## config.mk

```make
export PLATFORM = sky130hd
export DESIGN_NAME = tick_generator_flat
export DESIGN_NICKNAME = d
export VERILOG_FILES = /design/src/rtl/tick_gen_pkg.sv /design/src/rtl/tick_generator_if.sv /design/src/rtl/tick_generator_channel.sv /design/src/rtl/tick_generator.sv /design/src/flat_wrapper.sv
export SDC_FILE = /design/constraint.sdc
export NUM_CORES = 1
export LEC_CHECK = 0
export ABC_CLOCK_PERIOD_IN_PS = 3400
export CAP_MARGIN = 20
export CORE_ASPECT_RATIO = 1.75
export CORE_UTILIZATION = 58
export DETAILED_ROUTE_END_ITERATION = 8
export DONT_BUFFER_PORTS = 1
export GPL_TIMING_DRIVEN = 0
export PLACE_DENSITY = 0.76
export SLEW_MARGIN = 15
export SYNTH_ARGS = -nofsm -noshare
export SYNTH_HDL_FRONTEND = slang
export SYNTH_SLANG_ARGS = --single-unit
export TNS_END_PERCENT = 5
```

## constraint.sdc

```tcl
create_clock -name clk -period 3.4 [get_ports clk]
set_clock_uncertainty 0.15 [all_clocks]
set_input_delay 0.85 -clock clk [delete_from_list [all_inputs] [get_ports clk]]
set_output_delay 0.85 -clock clk [all_outputs]
set_load 0.1 [all_outputs]
```

## src/rtl/tick_gen_pkg.sv

```systemverilog
// Shared definitions for the tick generator: mode and channel-state encodings,
// the 100 MHz default divisors and a helper sizing the channel-select field.
package tick_gen_pkg;

  localparam logic MODE_PERIODIC = 1'b0;
  localparam logic MODE_ONESHOT  = 1'b1;

  typedef enum logic {
    ST_RUN  = 1'b0,
    ST_IDLE = 1'b1
  } ch_state_e;

  // 100 MHz system clock: 1 ms time base and display refresh scan.
  localparam int unsigned DIV_1MS_100MHZ     = 100000;
  localparam int unsigned DIV_REFRESH_100MHZ = 12500;

  // Width of a channel index; never narrower than one bit.
  function automatic int unsigned ch_idx_w(input int unsigned n);
    return (n > 1) ? $clog2(n) : 1;
  endfunction

endpackage

```

## src/rtl/tick_generator_if.sv

```systemverilog
// Configuration write bus of the tick generator.
//   cfg_we   : write strobe
//   cfg_ch   : target channel (writes to a channel >= NUM_CH are dropped)
//   cfg_div  : new divisor (0 behaves as 1)
//   cfg_mode : new mode, 0 = periodic, 1 = one-shot
// master drives the bus, slave (the generator) receives it.
interface tick_generator_if
  import tick_gen_pkg::*;
#(
  parameter int NUM_CH = 2,
  parameter int DIV_W  = 17
);
  localparam int CH_W = ch_idx_w(NUM_CH);

  logic             cfg_we;
  logic [CH_W-1:0]  cfg_ch;
  logic [DIV_W-1:0] cfg_div;
  logic             cfg_mode;

  modport master (output cfg_we, output cfg_ch, output cfg_div, output cfg_mode);
  modport slave  (input  cfg_we, input  cfg_ch, input  cfg_div, input  cfg_mode);
endinterface

```

## src/rtl/tick_generator_channel.sv

```systemverilog
// tick_channel: one tick channel -- enabled-cycle counter, shadow divisor and
// RUN/IDLE state machine.
//   clk, reset (sync, active-low), en (count enable), sync (restart)
//   wr, wr_div, wr_mode : decoded configuration write for this channel
//   tick    : registered one-cycle pulse at each period end
//   running : channel is in RUN
//   sq      : square wave toggling on each tick (TICK_GEN_SQUARE_EN only)
// The programmed divisor/mode sit in a shadow (pend_*) and are copied into the
// active pair only at a wrap, on sync, or on re-arm, so a period in progress
// is never disturbed by a write.
module tick_channel
  import tick_gen_pkg::*;
#(
  parameter int               DIV_W    = 17,
  parameter logic [DIV_W-1:0] DIV_RST  = DIV_W'(1),
  parameter logic             MODE_RST = MODE_PERIODIC
) (
  input  logic             clk,
  input  logic             reset,
  input  logic             en,
  input  logic             sync,
  input  logic             wr,
  input  logic [DIV_W-1:0] wr_div,
  input  logic             wr_mode,
  output logic             tick,
  output logic             running
`ifdef TICK_GEN_SQUARE_EN
  ,
  output logic             sq
`endif
);

  logic [DIV_W-1:0] count_q, count_d;
  logic [DIV_W-1:0] act_div_q, act_div_d;
  logic [DIV_W-1:0] pend_div_q, pend_div_d;
  logic             act_mode_q, act_mode_d;
  logic             pend_mode_q, pend_mode_d;
  ch_state_e        state_q, state_d;
  logic             tick_q, tick_d;
  logic [DIV_W-1:0] last_cnt;

  always_comb begin
    // A divisor of 0 behaves as 1, so both end the period at count 0.
    last_cnt    = (act_div_q == '0) ? '0 : act_div_q - 1'b1;
    // Shadow values after this cycle's write; also the bypass source at wrap.
    pend_div_d  = wr ? wr_div  : pend_div_q;
    pend_mode_d = wr ? wr_mode : pend_mode_q;
    count_d     = count_q;
    act_div_d   = act_div_q;
    act_mode_d  = act_mode_q;
    state_d     = state_q;
    tick_d      = 1'b0;
    if (sync) begin
      count_d    = '0;
      act_div_d  = pend_div_d;
      act_mode_d = pend_mode_d;
      state_d    = ST_RUN;
    end else if (state_q == ST_IDLE) begin
      // Re-arm takes the written divisor/mode straight away.
      if (wr) begin
        count_d    = '0;
        act_div_d  = wr_div;
        act_mode_d = wr_mode;
        state_d    = ST_RUN;
      end
    end else if (en) begin
      if (count_q == last_cnt) begin
        count_d    = '0;
        tick_d     = 1'b1;
        act_div_d  = pend_div_d;
        act_mode_d = pend_mode_d;
        // The one-shot decision belongs to the period that just ended.
        if (act_mode_q == MODE_ONESHOT) state_d = ST_IDLE;
      end else begin
        count_d = count_q + 1'b1;
      end
    end
  end

  always_ff @(posedge clk) begin
    if (!reset) begin
      count_q     <= '0;
      act_div_q   <= DIV_RST;
      pend_div_q  <= DIV_RST;
      act_mode_q  <= MODE_RST;
      pend_mode_q <= MODE_RST;
      state_q     <= ST_RUN;
      tick_q      <= 1'b0;
    end else begin
      count_q     <= count_d;
      act_div_q   <= act_div_d;
      pend_div_q  <= pend_div_d;
      act_mode_q  <= act_mode_d;
      pend_mode_q <= pend_mode_d;
      state_q     <= state_d;
      tick_q      <= tick_d;
    end
  end

  assign tick    = tick_q;
  assign running = (state_q == ST_RUN);

`ifdef TICK_GEN_SQUARE_EN
  logic sq_q, sq_d;

  always_comb begin
    sq_d = sq_q;
    if (sync)        sq_d = 1'b0;
    else if (tick_d) sq_d = ~sq_q;
  end

  always_ff @(posedge clk) begin
    if (!reset) sq_q <= 1'b0;
    else        sq_q <= sq_d;
  end

  assign sq = sq_q;
`endif

endmodule

```

## src/rtl/tick_generator.sv

```systemverilog
// tick_generator: multi-channel periodic / one-shot tick generator.
//   clk      : system clock (rising edge)
//   reset    : synchronous, active-low
//   en       : global count enable (low = all counters hold)
//   sync     : synchronous restart of all channels
//   cfg      : configuration write bus (tick_generator_if.slave)
//   tick     : one-cycle registered tick per channel
//   running  : channel in RUN state
//   sq       : per-channel square wave at half the tick rate, present only
//              when the macro TICK_GEN_SQUARE_EN is defined
// This level only decodes cfg_ch; everything else lives in tick_channel.
module tick_generator
  import tick_gen_pkg::*;
#(
  parameter int                      NUM_CH    = 2,
  parameter int                      DIV_W     = 17,
  parameter logic [NUM_CH*DIV_W-1:0] DIV_INIT  = {DIV_W'(DIV_REFRESH_100MHZ),
                                                  DIV_W'(DIV_1MS_100MHZ)},
  parameter logic [NUM_CH-1:0]       MODE_INIT = {NUM_CH{MODE_PERIODIC}}
) (
  input  logic              clk,
  input  logic              reset,
  input  logic              en,
  input  logic              sync,
  tick_generator_if.slave   cfg,
  output logic [NUM_CH-1:0] tick,
  output logic [NUM_CH-1:0] running
`ifdef TICK_GEN_SQUARE_EN
  ,
  output logic [NUM_CH-1:0] sq
`endif
);

  localparam int CH_W = ch_idx_w(NUM_CH);

  logic [NUM_CH-1:0] wr;

  // Indices >= NUM_CH match no channel, so such writes are dropped.
  always_comb begin
    wr = '0;
    for (int i = 0; i < NUM_CH; i++) begin
      wr[i] = cfg.cfg_we && (cfg.cfg_ch == CH_W'(i));
    end
  end

  for (genvar i = 0; i < NUM_CH; i++) begin : g_ch
    tick_channel #(
      .DIV_W   (DIV_W),
      .DIV_RST (DIV_INIT[i*DIV_W +: DIV_W]),
      .MODE_RST(MODE_INIT[i])
    ) u_ch (
      .clk    (clk),
      .reset  (reset),
      .en     (en),
      .sync   (sync),
      .wr     (wr[i]),
      .wr_div (cfg.cfg_div),
      .wr_mode(cfg.cfg_mode),
      .tick   (tick[i]),
      .running(running[i])
`ifdef TICK_GEN_SQUARE_EN
      ,
      .sq     (sq[i])
`endif
    );
  end

endmodule

```

## src/flat_wrapper.sv

```systemverilog
// flat-port wrapper written by rule: the top's interface ports become plain ports
module tick_generator_flat import tick_gen_pkg::*;
#(
  parameter int                      NUM_CH    = 2,
  parameter int                      DIV_W     = 17,
  parameter logic [NUM_CH*DIV_W-1:0] DIV_INIT  = {DIV_W'(DIV_REFRESH_100MHZ),
                                                  DIV_W'(DIV_1MS_100MHZ)},
  parameter logic [NUM_CH-1:0]       MODE_INIT = {NUM_CH{MODE_PERIODIC}}
)
  (clk, reset, en, sync, tick, running, cfg_cfg_we, cfg_cfg_ch, cfg_cfg_div, cfg_cfg_mode);
  tick_generator_if #(.NUM_CH(NUM_CH), .DIV_W(DIV_W)) cfg_i ();
  input  logic clk;
  input  logic reset;
  input  logic en;
  input  logic sync;
  output logic [NUM_CH-1:0] tick;
  output logic [NUM_CH-1:0] running;
  input wire logic [$bits(cfg_i.cfg_we)-1:0] cfg_cfg_we;
  input wire logic [$bits(cfg_i.cfg_ch)-1:0] cfg_cfg_ch;
  input wire logic [$bits(cfg_i.cfg_div)-1:0] cfg_cfg_div;
  input wire logic [$bits(cfg_i.cfg_mode)-1:0] cfg_cfg_mode;
  assign cfg_i.cfg_we = cfg_cfg_we;
  assign cfg_i.cfg_ch = cfg_cfg_ch;
  assign cfg_i.cfg_div = cfg_cfg_div;
  assign cfg_i.cfg_mode = cfg_cfg_mode;
  tick_generator #(.NUM_CH(NUM_CH), .DIV_W(DIV_W), .DIV_INIT(DIV_INIT), .MODE_INIT(MODE_INIT)) u_core (.clk(clk), .reset(reset), .en(en), .sync(sync), .cfg(cfg_i), .tick(tick), .running(running));
endmodule
```

# ---- Word-level counts from Yosys, hierarchy flattened
# Index checks and enable logic that the tools add are counted.
# W data, S select, Z words.
dict set report op_classes {
  add_sub_neg 4
  eq_ne 6
  muxes 46
  bitwise_logic 5
  reduce_logical 17
}
# operator n
set ops {}
lappend ops {{$mux W17} 22}
lappend ops {{$add A17 B1 Y17 const B} 2}
lappend ops {{$eq A17 B17 Y1} 2}
lappend ops {{$logic_not A17 Y1} 2}
lappend ops {{$sub A17 B1 Y17 const B} 2}
lappend ops {{$mux W1} 24}
lappend ops {{$reduce_bool A3 Y1} 4}
lappend ops {{$reduce_or A4 Y1} 2}
lappend ops {{$ne A3 B3 Y1 const B} 2}
lappend ops {{$reduce_and A3 Y1} 2}
lappend ops {{$not A1 Y1} 5}
lappend ops {{$ne A2 B2 Y1 const B} 2}
lappend ops {{$reduce_and A2 Y1} 2}
lappend ops {{$reduce_bool A2 Y1} 2}
lappend ops {{$logic_and A1 B1 Y1} 2}
lappend ops {{$reduce_or A2 Y1} 1}
dict set report totals {
  register_bits 110
  input_bits 24
  out_inout_bits 4
  wordCells 92
}

# ---- Longest topological paths before layout
dict set report logic_depth {
  ltp_word 7
  ltp_mapped 15
}

# ---- By module
# Synthesis repeated with hierarchy kept, for this count alone.
dict set report unflattened {
  hier_cells 853
  hier_area_um2 6977.9
}
# mod n_inst cells_per_inst area_each_um2 seq_area_each_um2
set by_module_without_submodules {}
lappend by_module_without_submodules {{tick_channel at u_core.g_ch[0].u_ch} 1 424 3498.4 1101.1}
lappend by_module_without_submodules {{tick_channel at u_core.g_ch[1].u_ch} 1 427 3463.3 1101.1}
lappend by_module_without_submodules {tick_generator 1 2 16.3 0.0}

# ---- Worst setup path after synthesis
# Ideal clock, no wire load.
dict set report synth_path {
  path_type {register -> register}
  start {register u_core.g_ch[0].u_ch.act_div_q[0]}
  end {register u_core.g_ch[0].u_ch.act_div_q[8]}
  setup_ps 116
  t_arrival_ps 2924
  required_time_ps 3134
  setup_slack_ps 210
  path_stages_with_launch 16
  n_path_buf 4
  period_less_slack_ps 3190
  cell_sequence {dfxtp_1 inv_1 ha_1 or3b_2 clkbuf_1 nor4_1 mux2i_1 xnor2_1 a221oi_2 and4_1 and3_1 buf_6 or2_4 buf_8 buf_12 o211a_1}
}
dict set report synth_via {
  elab_chain_cells 5
  elab_cells_between_ends 6
  classes_between {add/sub: 1; eq/ne: 1; mux: 1; reduce/logical: 3}
}
# element line_no
set synth_rtl {}
lappend synth_rtl {{from (decl)} tick_generator_channel.sv:34} ;# logic [DIV_W-1:0] act_div_q, act_div_d;
lappend synth_rtl {{from (signal assigned)} tick_generator_channel.sv:91} ;# act_div_q <= act_div_d;
lappend synth_rtl {{$sub A17 B1 Y17 or $logic_not A17 Y1 (tied branches)} tick_generator_channel.sv:44} ;# last_cnt = (act_div_q == '0) ? '0 : act_div_q - 1'b1;
lappend synth_rtl {{$mux W17 (*)} tick_generator_channel.sv:44}
lappend synth_rtl {{$eq A17 B17 Y1 (*)} tick_generator_channel.sv:67} ;# if (count_q == last_cnt) begin
lappend synth_rtl {{$reduce_bool A3 Y1 (no source line) (*)} n/a}
lappend synth_rtl {{$reduce_and A3 Y1 (no source line) (*)} n/a}
# Mark *: on every way between the ends. The rest lies on a longest branch, timed or not.
# A chain may end at the register's enable or synchronous reset.

# ---- Final worst setup path
dict set report layout_path {
  start {register u_core.g_ch[1].u_ch.act_div_q[0]}
  end {register u_core.g_ch[1].u_ch.count_q[13]}
}
dict set report layout_via {
  elab_chain_cells 6
  elab_cells_between_ends 7
  classes_between {add/sub: 1; eq/ne: 1; mux: 4; reduce/logical: 1}
}
# element line_no
set layout_rtl {}
lappend layout_rtl {{from (decl)} tick_generator_channel.sv:34}
lappend layout_rtl {{from (signal assigned)} tick_generator_channel.sv:91}
lappend layout_rtl {{$sub A17 B1 Y17 or $logic_not A17 Y1 (tied branches)} tick_generator_channel.sv:44}
lappend layout_rtl {{$mux W17 (*)} tick_generator_channel.sv:44}
lappend layout_rtl {{$eq A17 B17 Y1 (*)} tick_generator_channel.sv:67}
lappend layout_rtl {{$mux W17 (*)} tick_generator_channel.sv:67}
lappend layout_rtl {{$mux W17 (*)} tick_generator_channel.sv:66} ;# end else if (en) begin
lappend layout_rtl {{$mux W17 (*)} tick_generator_channel.sv:58} ;# end else if (state_q == ST_IDLE) begin
lappend layout_rtl {{to (signal assigned)} tick_generator_channel.sv:90} ;# count_q <= count_d;
lappend layout_rtl {{to (decl)} tick_generator_channel.sv:33} ;# logic [DIV_W-1:0] count_q, count_d;
# Mark *: on every way between the ends. The rest lies on a longest branch, timed or not. The select of a mux whose other input is x is not followed.

==> run metrics <==
initial drt markers 415; setup slack at placement -0.434 ns; compound-gate portion of the synthesized area 20.5%; area fraction in and, or, nand and nor cells after synthesis 27.9%; area used by multi-input combinational logic 0.00413 sq mm; root buffer selected by CTS sky130_fd_sc_hd__clkbuf_16; HPWL Detailed 13,900 um; Final ANT Viol Nets 0; Worst Setup SP u_core.g_ch[1].u_ch.act_div_q[0]$_SDFFE_PN0P_; Final setup viols 0; total design power 2.87 mW; placed standard-cell area 0.00664 sq mm; clock sink count 110; H-tree depth 3; n_diodes 0; Std-Cell Rows 50; footprint of the flip-flops and latches 0.00222 sq mm; number of fill cells in the layout 903; Post-synth EDFFs 0; clock tree from TritonCTS built; final-report hold violation count 0; gate count of the mapped netlist 799; worst slew slack as a fraction of its limit 31.3%; register clock-pin slew on the reported worst setup and hold paths 0.08 ns; initial antenna violation count 0; combinational family with the most area after synthesis simple AND/OR/NAND/NOR gates; min setup slack post-route 0.0395 ns; crit path max fanout 10; Warnings, synthesis 0; mean post-synth cell area 8.11 sq um; commonest non-fill, non-tap cell in the layout sky130_fd_sc_hd__nand2_1; Primary FF master, synth sky130_fd_sc_hd__dfxtp_1; final worst-path cycle share 98.8%; die span in y 142 um; Total Die Area 0.0116 sq mm; unrepaired setup endpoints after global routing true; multiplexer area fraction after synthesis 7.22%; async set or reset register ratio after synthesis 0%; Total Routed Length 18,600 um; fraction of layout cells with a size suffix above 1 13.2%; #FFs+latches synth 110; sequential-to-total area share from yosys stat 34.0%; Synth Cell Area 0.00648 sq mm; insertion delay of the later-clocked pin in the worst-skew pair 0.36 ns; post-route cell area 0.00726 sq mm; Avg WL per Cell 19.5 um; pin count of the biggest net entering global routing 20; required time at the worst-slack endpoint 3.56 ns; startpoint-to-endpoint class of the critical path flip-flop to flip-flop; Initial Utilization 60.2%; I/O pins 28; slew of the pin with the lowest slew margin 1.02 ns; routability cong. 0.941; arrival time of the worst setup path 3.52 ns; global-route wire length before repair 30,000 um; grt total ovfl 0; PortBufs 0; number of buffers inserted during clock tree synthesis 9; Synth Area in XOR/XNOR 4.19%; worst reg2reg path startpoint u_core.g_ch[1].u_ch.act_div_q[0]$_SDFFE_PN0P_; Post-layout nets 843; critical path startpoint category flip-flop; Max Cap Viol 0; maximum resistive drop on vdd 0.290 mV; PwrDens 395 mW/mm^2; distinct cell type count of the synthesized netlist 71; TNS Setup 0 ns; Min-Delay Startpoint u_core.g_ch[0].u_ch.pend_div_q[0]$_SDFF_PN0_; First-pass DRT Iterations 5; layout-stage area growth over the synthesis result 12.0%; crit path time final 3.36 ns; critical path endpoint category flip-flop; placeable core region 0.0108 sq mm; syn nets 827; number of max-slew violations in the final report 0; Max Clock Freq 298 MHz; combined global-route utilization of all metal layers 34.1%; die width 81.9 um; commonest non-fill, non-tap cells in the layout sky130_fd_sc_hd__nand2_1 (137), sky130_fd_sc_hd__dfxtp_1 (101), sky130_fd_sc_hd__mux2i_1 (39); fraction of the mapped netlist area in adder cells 0.773%; total leakage power 3.06 nW; vias per cell 6.38; placed cell count 929; number of global-route vias before repair 6,141; Hold/Removal Path Class flip-flop to flip-flop; outcome finished, final reports clean; Vias 6,064; remaining routing DRC violations 0; largest buffer count on any clock path 2; Layout Cells excl Fill 950
registers in the layout (all words and copies together), names as in the netlist:
register                      flops
u_core.g_ch.u_ch.tick             2
u_core.g_ch.u_ch.count_q         34
u_core.g_ch.u_ch.state_q          2
u_core.g_ch.u_ch.pend_div_q      34
u_core.g_ch.u_ch.pend_mode_q      2
u_core.g_ch.u_ch.act_mode_q       2
u_core.g_ch.u_ch.act_div_q       34
stage by stage:
step	hold WS (ns)	util, %
floorplan	0.287	-
global placement	0.296	61.7
detailed placement	0.306	61.7
CTS	0.320	65.9
global route	0.343	67.4
finish	0.316	67.4
path summary, 6_finish.rpt:
check	endpoint	slack, ns	cells past startpoint
min reg2reg	u_core.g_ch[0].u_ch.pend_div_q[0]$_SDFF_PN0_	0.32	2
min	u_core.g_ch[0].u_ch.pend_div_q[0]$_SDFF_PN0_	0.32	2
max reg2reg	u_core.g_ch[1].u_ch.count_q[13]$_SDFFE_PP0P_	0.04	11
max	u_core.g_ch[1].u_ch.count_q[13]$_SDFFE_PP0P_	0.04	11
worst max-delay path, cell delays in order, from the launching register on:
cell and delay [ns]:
sky130_fd_sc_hd__dfxtp_2 0.36, sky130_fd_sc_hd__or4_4 0.57, sky130_fd_sc_hd__or4_1 0.48, sky130_fd_sc_hd__o211ai_1 0.20
sky130_fd_sc_hd__nor3_1 0.08, sky130_fd_sc_hd__o311a_1 0.37, sky130_fd_sc_hd__and4_1 0.20, sky130_fd_sc_hd__or3_1 0.31
sky130_fd_sc_hd__clkbuf_4 0.18, sky130_fd_sc_hd__buf_4 0.18, sky130_fd_sc_hd__a21oi_1 0.13, sky130_fd_sc_hd__a21o_1 0.09
final cells by class:
type	instances	area share, %
tap	130	2.24
clock inverter	6	1.07
timing repair buffer	9	0.897
inverter	12	0.621
buffer	57	4.43
clock buffer	10	3.29
multi-input combinational	616	56.9
sequential	110	30.6
cell families after synthesis:
| group | count (synthesis) |
|---|---|
| xor gates and xnor gates | 31 |
| and+or+nand+nor | 350 |
| AOI/OAI and AO/OA | 185 |
| muxes | 46 |
| buffers and inverters | 73 |
| adders and majority gates | 4 |
| DFF | 110 |
synth_stat cells, types with 4 or more instances:
master / instances / area [sq um]
sky130_fd_sc_hd__or3_1: 14 / 87.6
sky130_fd_sc_hd__inv_1: 12 / 45.0
sky130_fd_sc_hd__or4_1: 9 / 67.6
sky130_fd_sc_hd__buf_4: 6 / 45.0
sky130_fd_sc_hd__o211a_1: 24 / 240
sky130_fd_sc_hd__nor2_1: 26 / 97.6
sky130_fd_sc_hd__xnor2_1: 12 / 105
sky130_fd_sc_hd__or2_2: 8 / 50.1
sky130_fd_sc_hd__nor4b_1: 7 / 61.3
sky130_fd_sc_hd__mux2i_1: 40 / 400
sky130_fd_sc_hd__o21ai_0: 32 / 160
sky130_fd_sc_hd__xor2_1: 19 / 166
sky130_fd_sc_hd__o21bai_1: 4 / 30.0
sky130_fd_sc_hd__mux2_2: 6 / 67.6
sky130_fd_sc_hd__buf_2: 8 / 40.0
sky130_fd_sc_hd__nand3_1: 36 / 180
sky130_fd_sc_hd__nand2b_1: 21 / 131
sky130_fd_sc_hd__dfxtp_1: 110 / 2200
sky130_fd_sc_hd__nor4_1: 15 / 93.8
sky130_fd_sc_hd__o31ai_1: 5 / 37.5
sky130_fd_sc_hd__o211ai_1: 7 / 52.6
sky130_fd_sc_hd__nor3b_1: 6 / 45.0
sky130_fd_sc_hd__a21boi_0: 26 / 195
sky130_fd_sc_hd__nand4_1: 10 / 62.6
sky130_fd_sc_hd__and3_1: 23 / 144
sky130_fd_sc_hd__a21oi_1: 26 / 130
sky130_fd_sc_hd__a21o_1: 23 / 173
sky130_fd_sc_hd__a31oi_1: 8 / 50.1
sky130_fd_sc_hd__nand2_1: 138 / 518
sky130_fd_sc_hd__clkbuf_1: 38 / 143
sky130_fd_sc_hd__ha_1: 4 / 50.1
sky130_fd_sc_hd__nor3_1: 13 / 65.1
sky130_fd_sc_hd__nor2b_1: 8 / 50.1
report_power, final:
group          total (mW)  switching [mW]  internal, mW  leakage (nW)
clock                1.12           0.516         0.607         0.153
sequential           1.40          0.0602          1.34         0.900
combinational       0.346           0.194         0.152          2.01
total                2.87           0.770          2.10          3.06
metal layers:
| layer | vias up | track usage (%) | part of all wire, % |
|---|---|---|---|
| li1 | 2912 | - | - |
| met1 | 2882 | 32.3 | 35 |
| met2 | 179 | 62.9 | 55 |
| met3 | 91 | 7.78 | 3.5 |
| met4 | 0 | 21.4 | 6.8 |
| met5 | - | 0 | 0 |
repair_timing:
| item | CTS | global route |
|---|---|---|
| hold buffers | 0 | 0 |
| cloned | 1 | 1 |
| buffers inserted | 2 | 5 |
| pin swaps | 5 | 15 |
| setup endpoints to repair | 69 | 68 |
| gates resized for setup | 31 | 39 |
No activity file was read; power rests on OpenSTA's default activity.
